`src/rtl/multi_axis_integrator.sv`:
```
// multi_axis_integrator: calibrated multi-axis rate integrator with optional IR heading fusion on axis 0
module multi_axis_integrator #(
  parameter int NUM_AXES  = 3,
  parameter int RATE_W    = 16,
  parameter int CAL_LOG2  = 11,
  parameter int ACC_W     = 27,
  parameter int HEAD_W    = 12,
  parameter int FUS_W     = 9,
  parameter int FUS_SHIFT = 4
) (
  input  logic                       clk,
  input  logic                       rst,
  input  logic                       strt_cal,
  input  logic                       vld,
  input  logic [NUM_AXES*RATE_W-1:0] rate,
  input  logic                       moving,
  input  logic                       en_fusion,
  input  logic [FUS_W-1:0]           IR_Dtrm,
  output logic                       calibrating,
  output logic                       cal_done,
  output logic                       rdy,
  output logic [NUM_AXES*HEAD_W-1:0] heading
);
  typedef enum logic [1:0] {IDLE, CAL, RUN} state_t;
  localparam logic [CAL_LOG2:0] CAL_N = {1'b1, {CAL_LOG2{1'b0}}};
  state_t state_q, state_d;
  logic s1_vld_q, s1_vld_d, cal_done_q, cal_done_d, rdy_q, rdy_d, cal_full;
  logic [CAL_LOG2:0] cnt_q, cnt_d;
  logic signed [RATE_W:0] comp_q [NUM_AXES];
  logic signed [RATE_W:0] comp_d [NUM_AXES];
  logic signed [ACC_W-1:0] acc_q [NUM_AXES];
  logic signed [ACC_W-1:0] acc_d [NUM_AXES];
  logic signed [RATE_W-1:0] off_q [NUM_AXES];
  logic signed [RATE_W-1:0] off_d [NUM_AXES];
  logic signed [RATE_W-1:0] rate_s [NUM_AXES];
  logic signed [FUS_W-1:0] ir_s;
  logic signed [ACC_W-1:0] fus_add;
  assign ir_s = IR_Dtrm;
  for (genvar g = 0; g < NUM_AXES; g++) begin : g_ax
    assign rate_s[g] = rate[g*RATE_W +: RATE_W];
    assign heading[g*HEAD_W +: HEAD_W] = acc_q[g][ACC_W-1 -: HEAD_W];
  end
  assign calibrating = state_q == CAL;
  assign cal_done = cal_done_q;
  assign rdy = rdy_q;
  always_comb begin
    state_d = state_q;
    s1_vld_d = 1'b0;
    cnt_d = cnt_q;
    acc_d = acc_q;
    off_d = off_q;
    cal_done_d = 1'b0;
    rdy_d = 1'b0;
    cal_full = state_q == CAL && cnt_q == CAL_N;
    fus_add = (state_q == RUN && en_fusion) ? -(ACC_W'(ir_s) <<< FUS_SHIFT) : '0;
    for (int i = 0; i < NUM_AXES; i++)
      comp_d[i] = state_q == RUN ? (RATE_W+1)'(rate_s[i]) - (RATE_W+1)'(off_q[i]) : (RATE_W+1)'(rate_s[i]);
    // restart beats everything, including an in-flight sample and the offset latch
    if (strt_cal) begin
      state_d = CAL;
      cnt_d = '0;
      acc_d = '{default: '0};
    end else if (cal_full) begin
      state_d = RUN;
      cal_done_d = 1'b1;
      for (int i = 0; i < NUM_AXES; i++) begin
        off_d[i] = RATE_W'(acc_q[i] >>> CAL_LOG2);
        acc_d[i] = '0;
      end
    end else begin
      s1_vld_d = vld && state_q != IDLE;
      if (s1_vld_q) begin
        rdy_d = state_q == RUN;
        cnt_d = state_q == CAL ? cnt_q + 1'b1 : cnt_q;
        if (state_q == CAL || moving) begin
          for (int i = 0; i < NUM_AXES; i++)
            acc_d[i] = acc_q[i] + ACC_W'(comp_q[i]);
          acc_d[0] = acc_d[0] + fus_add;
        end
      end
    end
  end
  always_ff @(posedge clk)
    if (rst) begin
      state_q <= IDLE;
      s1_vld_q <= 1'b0;
      cnt_q <= '0;
      cal_done_q <= 1'b0;
      rdy_q <= 1'b0;
      comp_q <= '{default: '0};
      acc_q <= '{default: '0};
      off_q <= '{default: '0};
    end else begin
      state_q <= state_d;
      s1_vld_q <= s1_vld_d;
      cnt_q <= cnt_d;
      cal_done_q <= cal_done_d;
      rdy_q <= rdy_d;
      comp_q <= comp_d;
      acc_q <= acc_d;
      off_q <= off_d;
    end
endmodule
```
`config.mk`:
```
export PLATFORM = sky130hd
export DESIGN_NAME = multi_axis_integrator
export DESIGN_NICKNAME = d
export VERILOG_FILES = /design/src/rtl/multi_axis_integrator.sv
export SDC_FILE = /design/constraint.sdc
export NUM_CORES = 1
export LEC_CHECK = 0
export BUFFER_PORTS_ARGS = -buffer_cell sky130_fd_sc_hd__buf_2
export CAP_MARGIN = 20
export CORE_MARGIN = 3
export CORE_UTILIZATION = 50
export CTS_CLUSTER_SIZE = 24
export DETAILED_ROUTE_END_ITERATION = 8
export PLACE_DENSITY = 0.76
export SKIP_LAST_GASP = 1
export SLEW_MARGIN = 40
export SYNTH_ARGS = -nofsm -noshare
export SYNTH_HDL_FRONTEND = slang
export SYNTH_SLANG_ARGS = --single-unit
```
`constraint.sdc`:
```
create_clock -name clk -period 4.21 [get_ports clk]
set_input_delay 0.2105 -clock clk [delete_from_list [all_inputs] [get_ports clk]]
set_output_delay 0.2105 -clock clk [all_outputs]
set_load 0.02 [all_outputs]
```
==> results_dict.tcl, run 1 <==
set metrics [dict create \
    rr_worst_depth 14 \
    power_density_mw_per_mm2 267 \
    wl_per_cell_um 16.1 \
    hold_start "rate[32]" \
    post_synth.cell_area_avg_sq_um 7.74 \
    total_power_mw 3.97 \
    hold_depth 3 \
    reg2reg_setup_slack_ns 0.33 \
    maxCapViolations 0 \
    gp_congestion 0.959 \
    grt_pass1_wl_um 56700 \
    setup_violations 0 \
    p_leak_nw 6.31 \
    h-tree-depth 4 \
    required_ns 4.54 \
    layout.nets 2028 \
    final.setup_skew_ns 0.0117 \
    synth_cell_types 78 \
    period_share_pct 92.3 \
    max_freq_mhz 257 \
    drt-total-wl_um 34700 \
    cts_made_buffers 17 \
    synth_edf_count 0 \
    grt_antenna_before_repair 1 \
    grt_max_degree 66 \
    portBuffers 101 \
    drt-initial-drc-count 735 \
    clk_path_buf_depth 2 \
    maxSlewHeadroom_pct 49.4 \
    grt_overflow_total 0 \
    critical_path_arrival_ns 4.21 \
    min_period_ns 3.88 \
    syn_inst 1767 \
    worstSetupStartpointType "flop" \
    slew_viol_final 0 \
    synth.net_count 1991 \
    postRouteAntennaNets 0 \
    synth_sequential_area_ratio_pct 28.8 \
    cp_max_fo 10 \
    die_area_sq_mm 0.0294 \
    whs_endpoint "comp_q[0]$_SDFF_PP0_" \
    worstMarginPinSlew_ns 0.759 \
    die_x_um 171 \
    synth-seq-cells 197 \
    cts_root_buf "clkbuf_16" \
    critPathCaptureType "flop" \
    dp_cells 2120 \
    core_sq_mm 0.0265 \
    r2r_end "heading[10]$_SDFFE_PP0P_" \
    synthToLayoutAreaGrowth_pct 8.75 \
    cts_num_sinks 197 \
    yosys_warnings 0 \
    synth_ff_type "dfxtp_1" \
    drive_above_1_share_pct 10.5 \
    status "completed" \
    die_h_um 171 \
    grt_pass1_vias 11703 \
    ioPinCount 102 \
    postCtsSetupBuffers 0 \
    start_util_pct 51.6 \
    finalHoldViolCount 0 \
    rows 59 \
    rsz0062_at_grt "no" \
    dp_hpwl_um 25600 \
    cts.clk_slew.worst_paths_ns 0.07 \
    grt_usage_pct 23.6 \
    instances_no_fill 2152 \
    syn-cell-area_sq_mm 0.0137 \
    num_vias 12288 \
    path_class "flop to flop" \
    reg2reg_from "state_q[1]$_SDFFE_PP0P_" \
    drtPass1Iterations 5 \
    synthArstFlopShare_pct 0 \
    hold_class "input pin to flop" \
    clock_latency_ns 0.43 \
    vdd_drop_max_mv 0.235 \
    viasPerCell 5.71 \
    drc 0 \
    cts_tree "done" \
]
==> report_power, final <==
| part | switching [mW] | internal, mW | leakage (nW) |
|---|---|---|---|
| Clock | 0.715 | 0.878 | 0.277 |
| Sequential | 0.0231 | 1.89 | 1.60 |
| Combinational | 0.275 | 0.187 | 4.43 |
==> layout make-up <==
class                      count  area [sq um]
fill                        2434         11600
multi-input combinational   1356          8830
timing repair buffer         125           713
clock inverter                 7          70.1
inverter                     107           402
antenna                        1          2.50
clock buffer                  24           492
tap                          335           419
sequential                   197          3940
==> layer usage <==
metal	vias to the layer above	routed length (um)	GRT usage [%]	part of all wire, %
li1	6143	-	-	-
met1	5759	15600	31.5	45
met2	326	16300	39.6	47
met3	58	2000	3.65	5.8
met4	2	777	7.17	2.2
met5	-	13	0	0.037
==> placed cells by master (no fill, tap or decap), types with 4 or more instances in the layout <==
cell and instances:
nor3_1 39, buf_4 23, fa_1 28, nand2_1 312
nand2b_1 13, xor2_1 28, and3_1 19, a21o_1 37
a31oi_1 22, a21oi_1 237, nand3_1 22, clkbuf_16 17
o21ai_1 7, inv_1 107, buf_2 100, and2_1 8
nand4_1 9, o21ai_0 63, or2_2 5, ha_1 133
o21bai_1 7, xnor2_1 64, nor2b_1 17, nor4_1 7
a21boi_0 7, nand3b_1 10, nor2_1 113, a211oi_1 18
clkbuf_8 4, o211ai_1 6, dfxtp_1 197, or3_1 18
nor3b_1 10, o21a_1 16
==> worst max-delay path: stages (launching register included) <==
cell	delay, ns
dfxtp_1	0.41
nor2b_4	0.24
nand2_1	0.17
buf_4	0.21
nor3b_1	0.54
fa_1	0.54
ha_1	0.37
and3_1	0.19
nand4_1	0.10
o21ba_2	0.23
o21ai_1	0.27
a221o_1	0.24
a21oi_1	0.07
a31oi_1	0.14
nand2_1	0.06
==> worst max path at each step <==
stage / end / slack, ns / depth (start not counted) / start
after global placement: heading[10]$_SDFFE_PP0P_ / 0.04 / 19 / IR_Dtrm[1]
after CTS: heading[11]$_SDFFE_PP0P_ / 0.22 / 17 / state_q[1]$_SDFFE_PP0P_
after floorplan: heading[10]$_SDFFE_PP0P_ / 0.29 / 18 / IR_Dtrm[0]
after detailed placement: heading[10]$_SDFFE_PP0P_ / -0.03 / 19 / IR_Dtrm[1]
after global routing: heading[11]$_SDFFE_PP0P_ / 0.05 / 17 / state_q[1]$_SDFFE_PP0P_
final: heading[10]$_SDFFE_PP0P_ / 0.33 / 14 / state_q[1]$_SDFFE_PP0P_
==> metrics by stage <==
stage	setup slack (ns)	hold WS, ns	instance area [sq um]	setup TNS [ns]	utilization, %
2_1_floorplan	0.286	0.328	13700	0	-
3_3_place_gp	0.0449	0.443	14300	0	53.9
3_5_place_dp	-0.0313	0.448	14300	-0.0313	54.0
4_1_cts	0.220	0.0164	14900	0	56.1
5_1_grt	0.0466	0.0215	14900	0	56.1
6_report	0.326	0.0263	14900	0	56.1
==> state kept, by name (all words and copies together) (netlist names) <==
signal / count
cnt_q: 12
cal_done: 1
state_q: 2
acc_q: 45
heading: 36
off_q: 48
s1_vld_q: 1
comp_q: 51
rdy: 1
==> synth_stat cells (all sizes together), types with 3 or more instances <==
master  number  area [sq um]
a211oi      18           135
o21ai       73           373
and3        19           119
inv        107           402
a31o         3          35.0
nand2b      14          87.6
nor3        40           200
nand3b      10          75.1
nor2       115           434
a2111o       3          33.8
o21bai       7          52.6
buf         55           345
a21boi       9          67.6
o21a        17           128
xnor2       65           577
nand4        9          56.3
o31a         5          46.3
a21o        37           278
or2          6          37.5
nor4b        3          26.3
o211ai       6          45.0
ha         133          1660
clkbuf      52           195
fa          28           561
nand3       22           110
dfxtp      197          3940
and4         3          26.3
nor2b       19           126
a221oi       4          41.3
o41ai        5          58.8
a31oi       22           138
or3         20           128
a221o        3          31.3
nor3b       10          75.1
and2         9          56.3
xor2        28           245
nor4         7          43.8
a21oi      239          1200
nand2      313          1170
==> logic make-up after synthesis <==
kind of cell               synth area share [%]
buffers and inverters                      6.89
AOI/OAI and AO/OA                          21.2
DFF                                        28.8
muxes                                    0.0732
and+or+nand+nor                            20.7
adders and majority gates                  16.3
xor gates and xnor gates                   6.01
==> repair_timing <==
action                                  in CTS  in global routing
hold buffers                                 0                  0
endpoints found under the setup margin       0                  1
gates resized for setup                      0                  1
(Power assumes the default switching activity.)
==> run 2: changes to the inputs <==
--- a/config.mk
+++ b/config.mk
@@ -9,6 +9,7 @@
 export CAP_MARGIN = 20
 export CORE_MARGIN = 3
 export CORE_UTILIZATION = 50
+export CTS_BUF_LIST = sky130_fd_sc_hd__clkbuf_4 sky130_fd_sc_hd__clkbuf_8
 export CTS_CLUSTER_SIZE = 24
 export DETAILED_ROUTE_END_ITERATION = 8
 export PLACE_DENSITY = 0.76
==> run 2 against run 1 <==
Compared with the run above:
- die area did not move
- first-iteration DRC count rose by 7.1%
- hold slack got worse by 0.011 ns
- critical path type unchanged
- largest power group unchanged
==> results_dict.tcl, run 2 (same netlist as run 1, synthesis figures left out) <==
set metrics [dict create \
    status "completed" \
    largest_reg_flops 51 \
    cts_tree "done" \
    required_ns 4.60 \
    clock_latency_ns 0.47 \
    maxSlewHeadroom_pct 48.5 \
    period_share_pct 93.7 \
    finalHoldViolCount 0 \
    path_buf_inv 4 \
    cts_made_buffers 17 \
    hold_class "input pin to flop" \
    worstSetupStartpointType "flop" \
    cp-startpoint "state_q[1]$_SDFFE_PP0P_" \
    die_area_sq_mm 0.0294 \
    grt_pass1_wl_um 56600 \
    vdd_drop_max_mv 0.156 \
    whs_endpoint "comp_q[14]$_SDFF_PP0_" \
    wl_per_cell_um 15.9 \
    synthToLayoutAreaGrowth_pct 9.32 \
    r2r_end "heading[11]$_SDFFE_PP0P_" \
    fill_cells 2447 \
    layout_common_cells "nand2_1 (312), a21oi_1 (237), dfxtp_1 (197), ha_1 (133), nor2_1 (113)" \
    top_register "comp_q" \
    grt_overflow_total 0 \
    die_h_um 171 \
    n_antenna_cell 0 \
    slew_viol_final 0 \
    drive_above_1_share_pct 10.5 \
    clk_path_buf_depth 2 \
    reg_top3 "comp_q: 51 flops, off_q: 48 flops, acc_q: 45 flops" \
    cp_top_family "simple AND/OR/NAND/NOR gates" \
    final_area_sq_mm 0.0149 \
    path_class "flop to flop" \
    start_util_pct 51.6 \
    final_common_cell "nand2_1" \
    min_period_ns 3.95 \
    ioPinCount 102 \
    worstMarginPinSlew_ns 0.772 \
    grt_max_degree 66 \
    hold_depth 2 \
    dp_hpwl_um 25600 \
    drt-total-wl_um 34600 \
    h-tree-depth 4 \
    crit_chain "nor2b_4 -> nand2_1 -> buf_4 -> nor3_2 -> inv_1 -> fa_1 -> inv_1 -> ha_1 -> inv_1 -> nor2_1 -> o211a_1 -> o211ai_1 -> o311ai_0 -> a21oi_1 -> xnor2_1 -> or3_1 -> a21oi_1" \
    reg2reg_from "state_q[1]$_SDFFE_PP0P_" \
    gp_congestion 0.959 \
    critical_path_arrival_ns 4.34 \
    cpMostUsedCell "inv_1" \
    total_power_mw 3.61 \
    grt_antenna_before_repair 0 \
    p_leak_nw 6.34 \
    drt-initial-drc-count 787 \
    grt_pass1_vias 11710 \
    max_freq_mhz 253 \
    rows 59 \
    critPathCaptureType "flop" \
    drc 0 \
    final.setup_skew_ns 0.0176 \
    power_density_mw_per_mm2 241 \
    hold_start "rate[46]" \
    rsz0062_at_grt "no" \
    portBuffers 101 \
    grt_usage_pct 23.5 \
    cts_num_sinks 197 \
    core_sq_mm 0.0265 \
    maxCapViolations 0 \
    cp_slowest_cell "fa_1" \
    num_vias 12310 \
    rr_worst_depth 17 \
    cts.clk_slew.worst_paths_ns 0.10 \
    postRouteAntennaNets 0 \
    drtPass1Iterations 5 \
    setup_violations 0 \
    cts_root_buf "clkbuf_8" \
    reg2reg_setup_slack_ns 0.26 \
    viasPerCell 5.65 \
    place_area_sq_mm 0.0143 \
    layout.nets 2054 \
    cpPeakStageDelay_ns 0.50 \
    cp_max_fo 10 \
    die_x_um 171 \
]
[run 2: cell count changes in the layout (fill, tap and decap cells not counted), sizes merged]
cell | previous run | this run
dlygate4sd3 | 0 | 26
diode | 1 | 0
[run 2: worst max path at each step]
stage,to,cells past startpoint
final,heading[11]$_SDFFE_PP0P_,17
after global routing,heading[11]$_SDFFE_PP0P_,17
after CTS,heading[11]$_SDFFE_PP0P_,17
after detailed placement,heading[10]$_SDFFE_PP0P_,19
after global placement,heading[10]$_SDFFE_PP0P_,19
after floorplan,heading[10]$_SDFFE_PP0P_,18
[run 2: worst reg2reg max path, stage by stage, from the launching register on]
cell and delay [ns]:
dfxtp_1 0.42, nor2b_4 0.24, nand2_1 0.17, buf_4 0.21, nor3_2 0.30, inv_1 0.10, fa_1 0.51, inv_1 0.05
ha_1 0.35, inv_1 0.14, nor2_1 0.07, o211a_1 0.21, o211ai_1 0.20, o311ai_0 0.17, a21oi_1 0.17, xnor2_1 0.10
or3_1 0.31, a21oi_1 0.14
[run 2: what timing repair did]
item / CTS / global route
endpoints found under the setup margin: 0 / 1
hold buffers: 26 / 0
setup buffers: 0 / 0
gates resized for setup: 0 / 1
hold endpoints to repair: 26 / 0
[run 2: layout make-up]
type	count	area (sq um)	area share, %
inverter	107	402	2.69
sequential	197	3940	26.4
timing repair buffer	151	973	6.51
tap	335	419	2.80
clock inverter	7	70.1	0.469
multi-input combinational	1356	8830	59.1
clock buffer	24	312	2.08
[run 2: report_power, final]
group | internal [mW] | switching [mW]
clock network | 0.550 | 0.661
logic | 0.203 | 0.278
registers | 1.89 | 0.0232
total | 2.65 | 0.962
[run 2: through the flow]
stage          setup slack [ns]  std cells  util [%]  hold WS [ns]  setup TNS, ns
3_5_place_dp            -0.0313       2120      54.0         0.448        -0.0313
5_1_grt                  0.0733       2177      56.4       0.00247              0
3_3_place_gp             0.0449       2120      53.9         0.443              0
2_1_floorplan             0.286       1767         -         0.328              0
6_report                  0.263       2177      56.4        0.0150              0
4_1_cts                   0.209       2177      56.4      0.000743              0
[run 2: per-layer routing]
layer | part of all wire [%] | global-route usage (%)
met5 | 0 | 0
met4 | 2.0 | 6.54
met3 | 5.0 | 3.45
met2 | 47 | 39.5
met1 | 46 | 31.6
==> run 3: changes to the inputs <==
--- a/config.mk
+++ b/config.mk
@@ -13,6 +13,7 @@
 export CTS_CLUSTER_SIZE = 24
 export DETAILED_ROUTE_END_ITERATION = 8
 export PLACE_DENSITY = 0.76
+export REMOVE_ABC_BUFFERS = 1
 export SKIP_LAST_GASP = 1
 export SLEW_MARGIN = 40
 export SYNTH_ARGS = -nofsm -noshare
==> run 3 against run 2 <==
Compared with the run above:
- cell count grew 0.92%
- clock skew grew 0.0023 ns
- total power grew 1.2%
- via count is the same
- routed wire length shrank 0.19%
- clock-buffer cell count shrank 6
- core utilization grew 0.76 points
- clock power is essentially flat
==> results_dict.tcl, run 3 (same netlist as run 1, synthesis figures left out) <==
set metrics [dict create \
    postRouteAntennaNets 0 \
    wl_per_cell_um 15.7 \
    power_density_mw_per_mm2 241 \
    timing.hold.ws_ns 0.0298 \
    critical_path_arrival_ns 4.36 \
    synthToLayoutAreaGrowth_pct 10.8 \
    grt_overflow_total 0 \
    grt_pass1_vias 11525 \
    status "completed" \
    period_share_pct 94.8 \
    top_register "comp_q" \
    maxCapViolations 0 \
    internal_power_mw 2.61 \
    gp_congestion 0.922 \
    grt_antenna_before_repair 4 \
    cts_tree "done" \
    maxSlewHeadroom_pct 43.4 \
    drt-initial-drc-count 845 \
    cp_max_fo 7 \
    grt_pass1_wl_um 56000 \
    cts_made_buffers 17 \
    rr_worst_depth 14 \
    final.setup_skew_ns 0.0199 \
    ioPinCount 102 \
    grt_use_met3_pct 4.50 \
    instances_no_fill 2197 \
    core_sq_mm 0.0265 \
    grt_max_degree 77 \
    dp_hpwl_um 25000 \
    num_vias 12310 \
    cts_root_buf "clkbuf_8" \
    clk_path_buf_depth 2 \
    finalHoldViolCount 0 \
    layout_common_cells "nand2_1 (312), a21oi_1 (236), dfxtp_1 (197), ha_1 (133), nor2_1 (113)" \
    viasPerCell 5.60 \
    die_x_um 171 \
    cts.clk_slew.worst_paths_ns 0.11 \
    dp_cells 2123 \
    clock_latency_ns 0.49 \
    slew_viol_final 0 \
    grt_usage_pct 23.2 \
    grt_use_met1_pct 31.9 \
    vdd_drop_max_mv 0.146 \
    critPathCaptureType "flop" \
    switching_share_pct 28.6 \
    setup_violations 0 \
    die_h_um 171 \
    layout.nets 2072 \
    hold_class "input pin to flop" \
    max_freq_mhz 250 \
    cts_num_sinks 197 \
    drt-total-wl_um 34500 \
    busiest_layer "met2" \
    rows 59 \
    drive_above_1_share_pct 10.9 \
    final_common_cell "nand2_1" \
    drc 0 \
    reg_top3 "comp_q: 51 flops, off_q: 48 flops, acc_q: 45 flops" \
    start_util_pct 51.6 \
    p_clk_share_pct 34.1 \
    grt_use_met2_pct 37.5 \
    min_period_ns 3.99 \
    h-tree-depth 4 \
    p_leak_nw 6.41 \
    total_power_mw 3.65 \
    p_sw_mw 1.04 \
    required_ns 4.58 \
    fin_util_pct 57.2 \
    die_area_sq_mm 0.0294 \
    drtPass1Iterations 5 \
    hold_depth 3 \
    largest_reg_flops 51 \
    worstSetupStartpointType "flop" \
    worstMarginPinSlew_ns 0.838 \
    path_class "flop to flop" \
    portBuffers 101 \
    combPwrFrac_pct 13.6 \
    seqPwrFrac_pct 52.4 \
]
[run 3: changes by cell type in the layout (fill, tap and decap cells not counted), sizes merged]
| cell | previous run | this run |
|---|---|---|
| buf | 125 | 129 |
| inv | 109 | 115 |
| clkbuf | 24 | 18 |
| dlygate4sd3 | 26 | 40 |
| clkinv | 3 | 2 |
| diode | 0 | 2 |
| clkinvlp | 1 | 2 |
[run 3: worst max-delay path, stage by stage, from the launching register on]
cell and delay, ns:
dfxtp_1 0.44, nor2b_4 0.23, nand2_1 0.22, nor3_2 0.27, fa_1 0.44, ha_1 0.35
a21oi_1 0.18, nand2_1 0.08, o211ai_1 0.37, o2111ai_1 0.29, nand2_1 0.18, nor2_1 0.05
nor3_1 0.23, nor3_1 0.10, or3b_2 0.44
[run 3: area by class of cell]
type | instances | area, sq um
diodes | 2 | 5.00
flip-flops and latches | 197 | 3940
clock buffers | 18 | 248
inverters | 107 | 402
clock inverters | 13 | 136
repair buffers | 169 | 1150
well taps | 335 | 419
fillers | 2441 | 11400
multi-input cells | 1356 | 8840
[run 3: metrics by stage]
step	cell area, sq um	setup TNS (ns)	worst slack [ns]
2_1_floorplan	13100	-115.06	-1.99
3_3_place_gp	14300	0	0.0459
3_5_place_dp	14300	-0.0834	-0.0834
4_1_cts	15100	0	0.272
5_1_grt	15100	-0.0462	-0.0462
6_report	15100	0	0.218
[run 3: layer usage]
layer	up-vias	part of all wire, %
li1	6242	-
met1	5715	47
met2	299	45
met3	50	5.4
met4	4	1.9
met5	-	0.046
[run 3: repair_timing]
action                                  in CTS  in global routing
gates resized for setup                      0                  4
endpoints found under the setup margin       0                  6
hold endpoints to repair                    40                  0
hold buffers                                40                  0
buffers inserted                             0                  1
[run 3: power groups by stage]
stage	combinational, mW	clock [mW]	sequential [mW]
2_1_floorplan	0.307	0	1.95
3_3_place_gp	0.444	0	1.96
3_5_place_dp	0.458	0	1.96
4_1_cts	0.490	1.27	1.91
5_1_grt	0.549	1.34	1.92
6_report	0.495	1.24	1.91
[run 3: path summary, 6_finish.rpt]
check / slack (ns) / endpoint / from
max: 0.22 / heading[5]$_SDFFE_PP0P_ / state_q[1]$_SDFFE_PP0P_
min: 0.03 / comp_q[15]$_SDFF_PP0_ / rate[47]
max reg2reg: 0.22 / heading[5]$_SDFFE_PP0P_ / state_q[1]$_SDFFE_PP0P_
min reg2reg: 0.46 / off_q[30]$_SDFFE_PP0P_ / off_q[30]$_SDFFE_PP0P_
